$ cat src/rtl/min_serial_3b.sv
// Digit-serial unsigned minimum selector.
// Operands are captured on a valid/ready handshake, then compared one 3-bit digit per
// clock, MSB digit first. The first unequal digit decides the result; the remaining
// digits are still visited so latency is always N compare cycles.
module min_serial_3b #(
  parameter int unsigned W = 24
) (
  input  logic         clk,
  input  logic         rst_n,
  input  logic         in_valid,
  output logic         in_ready,
  input  logic [W-1:0] a,
  input  logic [W-1:0] b,
  output logic         out_valid,
  input  logic         out_ready,
  output logic [W-1:0] min_val,
  output logic         sel_b
);

  localparam int unsigned N    = W / 3;
  localparam int unsigned IdxW = (N > 1) ? $clog2(N) : 1;
  localparam logic [IdxW-1:0] IdxLast = IdxW'(N - 1);

  typedef enum logic [1:0] {StIdle, StCmp, StDone} state_e;
  typedef enum logic [1:0] {DecEq, DecALt, DecBLt} dec_e;

  state_e          state_q;
  dec_e            dec_q;
  dec_e            dec_d;
  logic [IdxW-1:0] idx_q;
  logic [W-1:0]    a_q;
  logic [W-1:0]    b_q;
  logic [2:0]      da;
  logic [2:0]      db;

  // Current digit pair and the decision after folding it in; a decided result is sticky.
  always_comb begin
    da    = a_q[3*idx_q +: 3];
    db    = b_q[3*idx_q +: 3];
    dec_d = dec_q;
    if (dec_q == DecEq) begin
      if (da < db) begin
        dec_d = DecALt;
      end else if (da > db) begin
        dec_d = DecBLt;
      end
    end
  end

  // Control FSM with registered handshake and result outputs.
  always_ff @(posedge clk or negedge rst_n) begin
    if (!rst_n) begin
      state_q   <= StIdle;
      dec_q     <= DecEq;
      idx_q     <= '0;
      a_q       <= '0;
      b_q       <= '0;
      in_ready  <= 1'b0;
      out_valid <= 1'b0;
      min_val   <= '0;
      sel_b     <= 1'b0;
    end else begin
      case (state_q)
        StIdle: begin
          if (in_valid && in_ready) begin
            a_q      <= a;
            b_q      <= b;
            dec_q    <= DecEq;
            idx_q    <= IdxLast;
            in_ready <= 1'b0;
            state_q  <= StCmp;
          end else begin
            // Raises in_ready on the first edge after reset release.
            in_ready <= 1'b1;
          end
        end
        StCmp: begin
          dec_q <= dec_d;
          if (idx_q == '0) begin
            // Ties fall through to a with sel_b low.
            out_valid <= 1'b1;
            min_val   <= (dec_d == DecBLt) ? b_q : a_q;
            sel_b     <= (dec_d == DecBLt);
            state_q   <= StDone;
          end else begin
            idx_q <= idx_q - 1'b1;
          end
        end
        StDone: begin
          if (out_ready) begin
            out_valid <= 1'b0;
            in_ready  <= 1'b1;
            state_q   <= StIdle;
          end
        end
        default: begin
          state_q <= StIdle;
        end
      endcase
    end
  end

endmodule

$ cat config.mk
export PLATFORM = sky130hd
export DESIGN_NAME = min_serial_3b
export DESIGN_NICKNAME = d
export VERILOG_FILES = /design/src/rtl/min_serial_3b.sv
export SDC_FILE = /design/constraint.sdc
export NUM_CORES = 1
export LEC_CHECK = 0
export ABC_CLOCK_PERIOD_IN_PS = 3400
export CORE_ASPECT_RATIO = 0.6
export CORE_MARGIN = 5
export CORE_UTILIZATION = 51
export DETAILED_ROUTE_END_ITERATION = 10
export PLACE_DENSITY = 0.84
export SYNTH_ARGS = -nofsm -noshare
export SYNTH_HDL_FRONTEND = slang
export SYNTH_SLANG_ARGS = --single-unit
$ cat constraint.sdc
create_clock -name clk -period 3.4 [get_ports clk]
set_input_delay 0.34 -clock clk [delete_from_list [all_inputs] [get_ports clk]]
set_output_delay 0.34 -clock clk [all_outputs]
set_load 0.01 [all_outputs]
==> results of run 1 <==
[area by class of cell]
class / instances / area share [%]
clock inverter: 5 / 2.12
sequential: 82 / 42.0
multi-input combinational: 151 / 31.8
clock buffer: 10 / 4.68
tap: 91 / 2.33
inverter: 4 / 0.307
timing repair buffer: 84 / 16.8
[flip-flops by register name (all words and copies together) (netlist names)]
register,flops
state_q,2
a_q,24
out_valid,1
dec_q,2
sel_b,1
b_q,24
idx_q,3
min_val,24
in_ready,1
[metrics by stage]
stage	area, um2	utilization, %	worst slack [ps]	hold WS (ps)
4_1_cts	4890	68.1	143	227
6_report	4890	68.1	434	189
5_1_grt	4890	68.1	256	284
2_1_floorplan	3730	-	424	44.4
3_5_place_dp	4560	63.5	210	489
3_3_place_gp	4560	63.5	290	498
[worst max-delay path: cells and delay by family, from the launching register on]
kind	cells	cell delay (ps)
AOI/OAI and AO/OA	3	780
DFF	1	650
muxes	2	650
and+or+nand+nor	1	420
adders and majority gates	1	340
[metal layers]
layer	wire, um	part of all wire, %	up-vias	track usage (%)
met3	583	7.1	8	6.08
met5	0	0	-	0
met4	45	0.55	0	3.96
met1	3930	48	1237	27.9
met2	3670	45	96	28.1
li1	-	-	1110	-
[worst paths after layout]
kind,to,depth (start not counted)
setup / recovery,min_val[17],7
hold / removal,min_val[10],1
setup reg to reg,min_val[17],7
hold reg to reg,sel_b,1
max in group asynchronous,a_q[17],1
min in group clk,sel_b,1
[cells in the final DEF, fill, tap and decap left out, types with 2 or more instances in the layout]
cell type and instances:
a221o_1 19, mux2_2 51, bufinv_16 3, clkbuf_16 9
nor3_1 2, a221o_2 5, dfrtp_1 82, nand3_1 2
inv_1 4, and2_1 24, nand2b_1 2, mux4_2 12
nand2_1 4, buf_4 7, o21ai_0 3, a21oi_1 2
mux2i_1 3, ha_1 5, nor2_1 3, clkdlybuf4s50_1 77
[power by group through the flow]
stage / registers, mW / logic, mW / clock network, mW
5_1_grt: 1.95 / 2.11 / 1.12
3_5_place_dp: 1.89 / 1.92 / 0
6_report: 1.89 / 1.93 / 1.07
3_3_place_gp: 1.88 / 1.87 / 0
4_1_cts: 1.89 / 1.95 / 1.08
2_1_floorplan: 1.75 / 1.36 / 0
[cells by family (layout without fill, tap and decap cells)]
group / Yosys count / count (layout) / share of synthesized area, %
adders and majority gates: 5 / 5 / 1.68
DFF: 82 / 82 / 55.1
and+or+nand+nor: 44 / 44 / 7.15
buffers and inverters: 21 / 103 / 3.49
AOI/OAI and AO/OA: 36 / 36 / 9.16
muxes: 66 / 66 / 23.5
==> out/results.tsv, run 1 <==
metric	value	unit
status	finished, final reports clean	
r2r_setup_slack	430	ps
cp_cell_sequence	mux4_2 > mux2_2 > ha_1 > a211oi_2 > a21oi_2 > and3b_2 > a221o_2	
fin_worst_skew	6.55	ps
synth-seq-area-share	55.1	%
combPwrFrac	39.5	%
path_max_fanout	25	
cts_resized	0	
core	7180	um2
ant_nets	0	
cap_viol_max_count	0	
pin_count	79	
fin_tns_setup	0	ps
rsz0062_at_grt	no	
yosys.cell_types.count	35	
clock_latency	330	ps
synthFlopType	dfrtp_1	
p_total	4.88	mW
intPower	3.36	mW
first_pass_iters	4	
gp_congestion	0.827	
wl	8230	um
cts.clk_slew.worst_paths	60	ps
tightestPinTransition	990	ps
critPathKind	reg -> reg	
crit_path_start	idx_q[1]	
fp.dieH	76.2	um
avgSynthCellArea	14.7	um2
cts_buffers	9	
synth_edf_count	0	
power_density	999	nW/um2
die_w	120	um
syn_inst	254	
cts_sinks	82	
ys_ff_latch	82	
finalMaxSlewViolations	0	
synth_fp_nets	311	
synth.most_common_cell	dfrtp_1	
cpMaxStageDelayCell	dfrtp_1	
fin_nets	389	
worst_ep_arrival_time	3170	ps
max_stage_delay	650	ps
place_inst	412	
holdBufCountCts	0	
viasPerCell	5.74	
vias	2451	
ir_drop	488	uV
syn_area	3730	um2
track_usage	19.1	%
leakage	2.07	nW
grt_max_degree	83	
drc_errors	0	
grt_overflow	0	
finalHoldViolations	0	
cts_tree	built	
fmax	337	MHz
period_share	87.2	%
layout-drive-gt1-share	29.2	%
areaGrowthSynthToFinish	31.2	%
synth_top_area_share	55.1	%
wl_per_cell	19.3	um
relSlewSlack	34.0	%
antenna_found_initial	0	
cts_root_buf	clkbuf_16	
synthTopCellsByCount	82 x dfrtp_1, 51 x mux2_2, 24 x and2_1	
dp_hpwl	5810	um
first_global_vias	2658	
setup_viol_count_final	0	
cts.htree.levels	3	
critPathLaunchType	flip-flop	
endpoint_kind	flip-flop	
synth_top_area_cell	dfrtp_1	
yosys_warnings	0	
r2r_start	idx_q[1]	
fin_crit	2970	ps
grt_first_pass_wirelength	13900	um
hp-class	in -> async	
multi_input_area	1550	um2
antenna_cells	0	
cts_setup_buffers	0	
p_sw	1.52	mW
clkPwrFrac	21.9	%
dieArea	9170	um2
clockBufferDepth	2	
layout.filler_cells	528	
required	3600	ps
synthTopCellsByArea	dfrtp_1 55%, mux2_2 15%, mux4_2 7.3%, a221o_1 5.1%, and2_1 4.0%	
num_rows	24	
final_cells	427	
ys_async_sr_fraction	100	%
seq_area	2050	um2
drt_iter0_markers	146	
switching_share	31.2	%
seqPwrFrac	38.7	%
numPortBuffers	78	
start_util	51.9	%
Power figures use the tool's default switching activity.
==> inputs of run 2 (changes only) <==
Settings changed: CTS_BUF_LIST set to sky130_fd_sc_hd__clkbuf_4 sky130_fd_sc_hd__clkbuf_8 sky130_fd_sc_hd__clkbuf_16, RECOVER_POWER set to 100.
==> run 2 against run 1 <==
Largest power group is now registers. Worst setup slack worse by 56 ps. The run now ends with max-capacitance violations, max-slew violations left. Global-route usage unchanged. Flip-flop and latch count unchanged. Combinational power down 4%. Non-clock buffer count unchanged. Largest cell class unchanged. Clock-buffer cell count unchanged. Critical endpoint is now min_val[7]. Clock skew down 1.2 ps.
==> out/results.tsv, run 2 (synthesized netlist as in run 1, its figures left out) <==
metric	value	unit
status	finished with violations	
violations	max-capacitance violations, max-slew violations	
fp.dieH	76.2	um
dp_hpwl	5810	um
holdCritStartpoint	out_valid	
ir_drop	472	uV
cts_sinks	82	
first_pass_iters	4	
power_density	990	nW/um2
rsz0062_at_grt	no	
layout.filler_cells	537	
p_total	4.81	mW
cts_root_buf	clkbuf_16	
period_share	88.9	%
ant_nets	0	
setup_viol_count_final	0	
finalHoldViolations	0	
gp_congestion	0.827	
first_global_vias	2658	
fin_tns_setup	0	ps
finalMaxSlewViolations	120	
tightestPinTransition	1970	ps
r2r_start	idx_q[0]	
switching_share	31.2	%
cts.htree.levels	3	
wl_per_cell	19.3	um
reg2reg_depth	8	
layout_commonest_cell	dfrtp_1	
holdBufCountCts	0	
numPortBuffers	78	
cp_num_buf_inv	1	
required	3660	ps
antenna_cells	0	
r2r_setup_slack	380	ps
cts_setup_buffers	0	
relSlewSlack	-31.3	%
critPathKind	reg -> reg	
cts_tree	built	
cts.clk_slew.worst_paths	60	ps
antenna_found_initial	0	
fin_crit	3020	ps
core	7180	um2
p_sw	1.50	mW
holdPathStages	2	
path_max_fanout	25	
cap_viol_max_count	2	
vias	2437	
cp_cell_sequence	buf_4 > mux4_2 > mux2_2 > ha_1 > nand3b_1 > a21oi_1 > and3b_2 > a221o_1	
multi_input_area	1540	um2
track_usage	19.1	%
combPwrFrac	38.7	%
areaGrowthSynthToFinish	30.5	%
seqPwrFrac	39.0	%
cp_num_cells	8	
clock_latency	330	ps
drt_iter0_markers	164	
pin_count	79	
fin_nets	389	
wl	8240	um
dieArea	9170	um2
endpoint_kind	flip-flop	
worst_ep_arrival_time	3280	ps
num_rows	24	
clkPwrFrac	22.3	%
max_stage_delay	600	ps
fmax	331	MHz
grt_overflow	0	
hp-class	reg -> reg	
reg_top3	a_q x24, b_q x24, min_val x24	
drc_errors	0	
viasPerCell	5.71	
critPathLaunchType	flip-flop	
min_to	out_valid	
intPower	3.31	mW
grt_max_degree	83	
crit_family	multiplexers	
start_util	51.9	%
seq_area	2050	um2
leakage	2.10	nW
cts_buffers	9	
die_w	120	um
clockBufferDepth	2	
cpMaxStageDelayCell	and3b_2	
grt_first_pass_wirelength	13900	um
fin_worst_skew	5.37	ps
r2r-end	min_val[7]	
layout-drive-gt1-share	28.0	%
layout_common_cells	82 x dfrtp_1, 51 x mux2_2, 49 x clkdlybuf4s50_1	
run 2: cell count changes in the layout (fill, tap and decap cells not counted), sizes merged:
cell           before  now
clkdlybuf4s50      77   49
dlygate4sd3         0   28
buf                 7    3
clkbuf             10   14
run 2: layout make-up:
type                            count  area share, %
Multi-Input combinational cell    151           31.6
Timing Repair Buffer               84           16.6
Clock buffer                       10           4.78
Sequential cell                    82           42.2
Clock inverter                      5           2.13
Inverter                            4          0.309
Tap cell                           91           2.34
run 2: timing repair:
item / in CTS / in global routing
gates resized for setup: 0 / 1
hold endpoints to repair: 0 / 0
endpoints found under the setup margin: 0 / 24
run 2: how the worst max path moves through the flow:
stage | start | end | slack (ps)
global placement | idx_q[0] | min_val[13] | 290
detailed placement | idx_q[0] | min_val[16] | 210
CTS | idx_q[1] | min_val[17] | 150
global route | idx_q[1] | min_val[8] | 170
finish | idx_q[0] | min_val[7] | 380
floorplan | idx_q[0] | min_val[18] | 420
run 2: worst reg2reg max path: cells and delay by family (launching register included):
kind                       cells  cell delay (ps)
AOI/OAI and AO/OA              2              610
adders and majority gates      1              300
buffers and inverters          1              200
DFF                            1              340
muxes                          2              800
and+or+nand+nor                2              710
run 2: through the flow:
stage	setup slack [ps]	cells	instance area (um2)	hold slack (ps)	util, %
floorplan	424	254	3730	44.4	-
global placement	290	412	4560	498	63.5
detailed placement	210	412	4560	489	63.5
CTS	146	427	4890	227	68.2
global route	171	427	4860	522	67.8
finish	378	427	4860	507	67.8
run 2: metal layers:
metal / track usage, % / part of all wire, %
met1: 27.9 / 48
met2: 28.1 / 44
met3: 6.08 / 7.4
met4: 3.96 / 0.55
met5: 0 / 0
run 2: power by group through the flow:
| stage | registers, mW | clock network (mW) | logic, mW |
|---|---|---|---|
| 2_1_floorplan | 1.75 | 0 | 1.36 |
| 3_3_place_gp | 1.88 | 0 | 1.87 |
| 3_5_place_dp | 1.89 | 0 | 1.92 |
| 4_1_cts | 1.89 | 1.09 | 1.95 |
| 5_1_grt | 1.94 | 1.13 | 2.05 |
| 6_report | 1.88 | 1.08 | 1.86 |
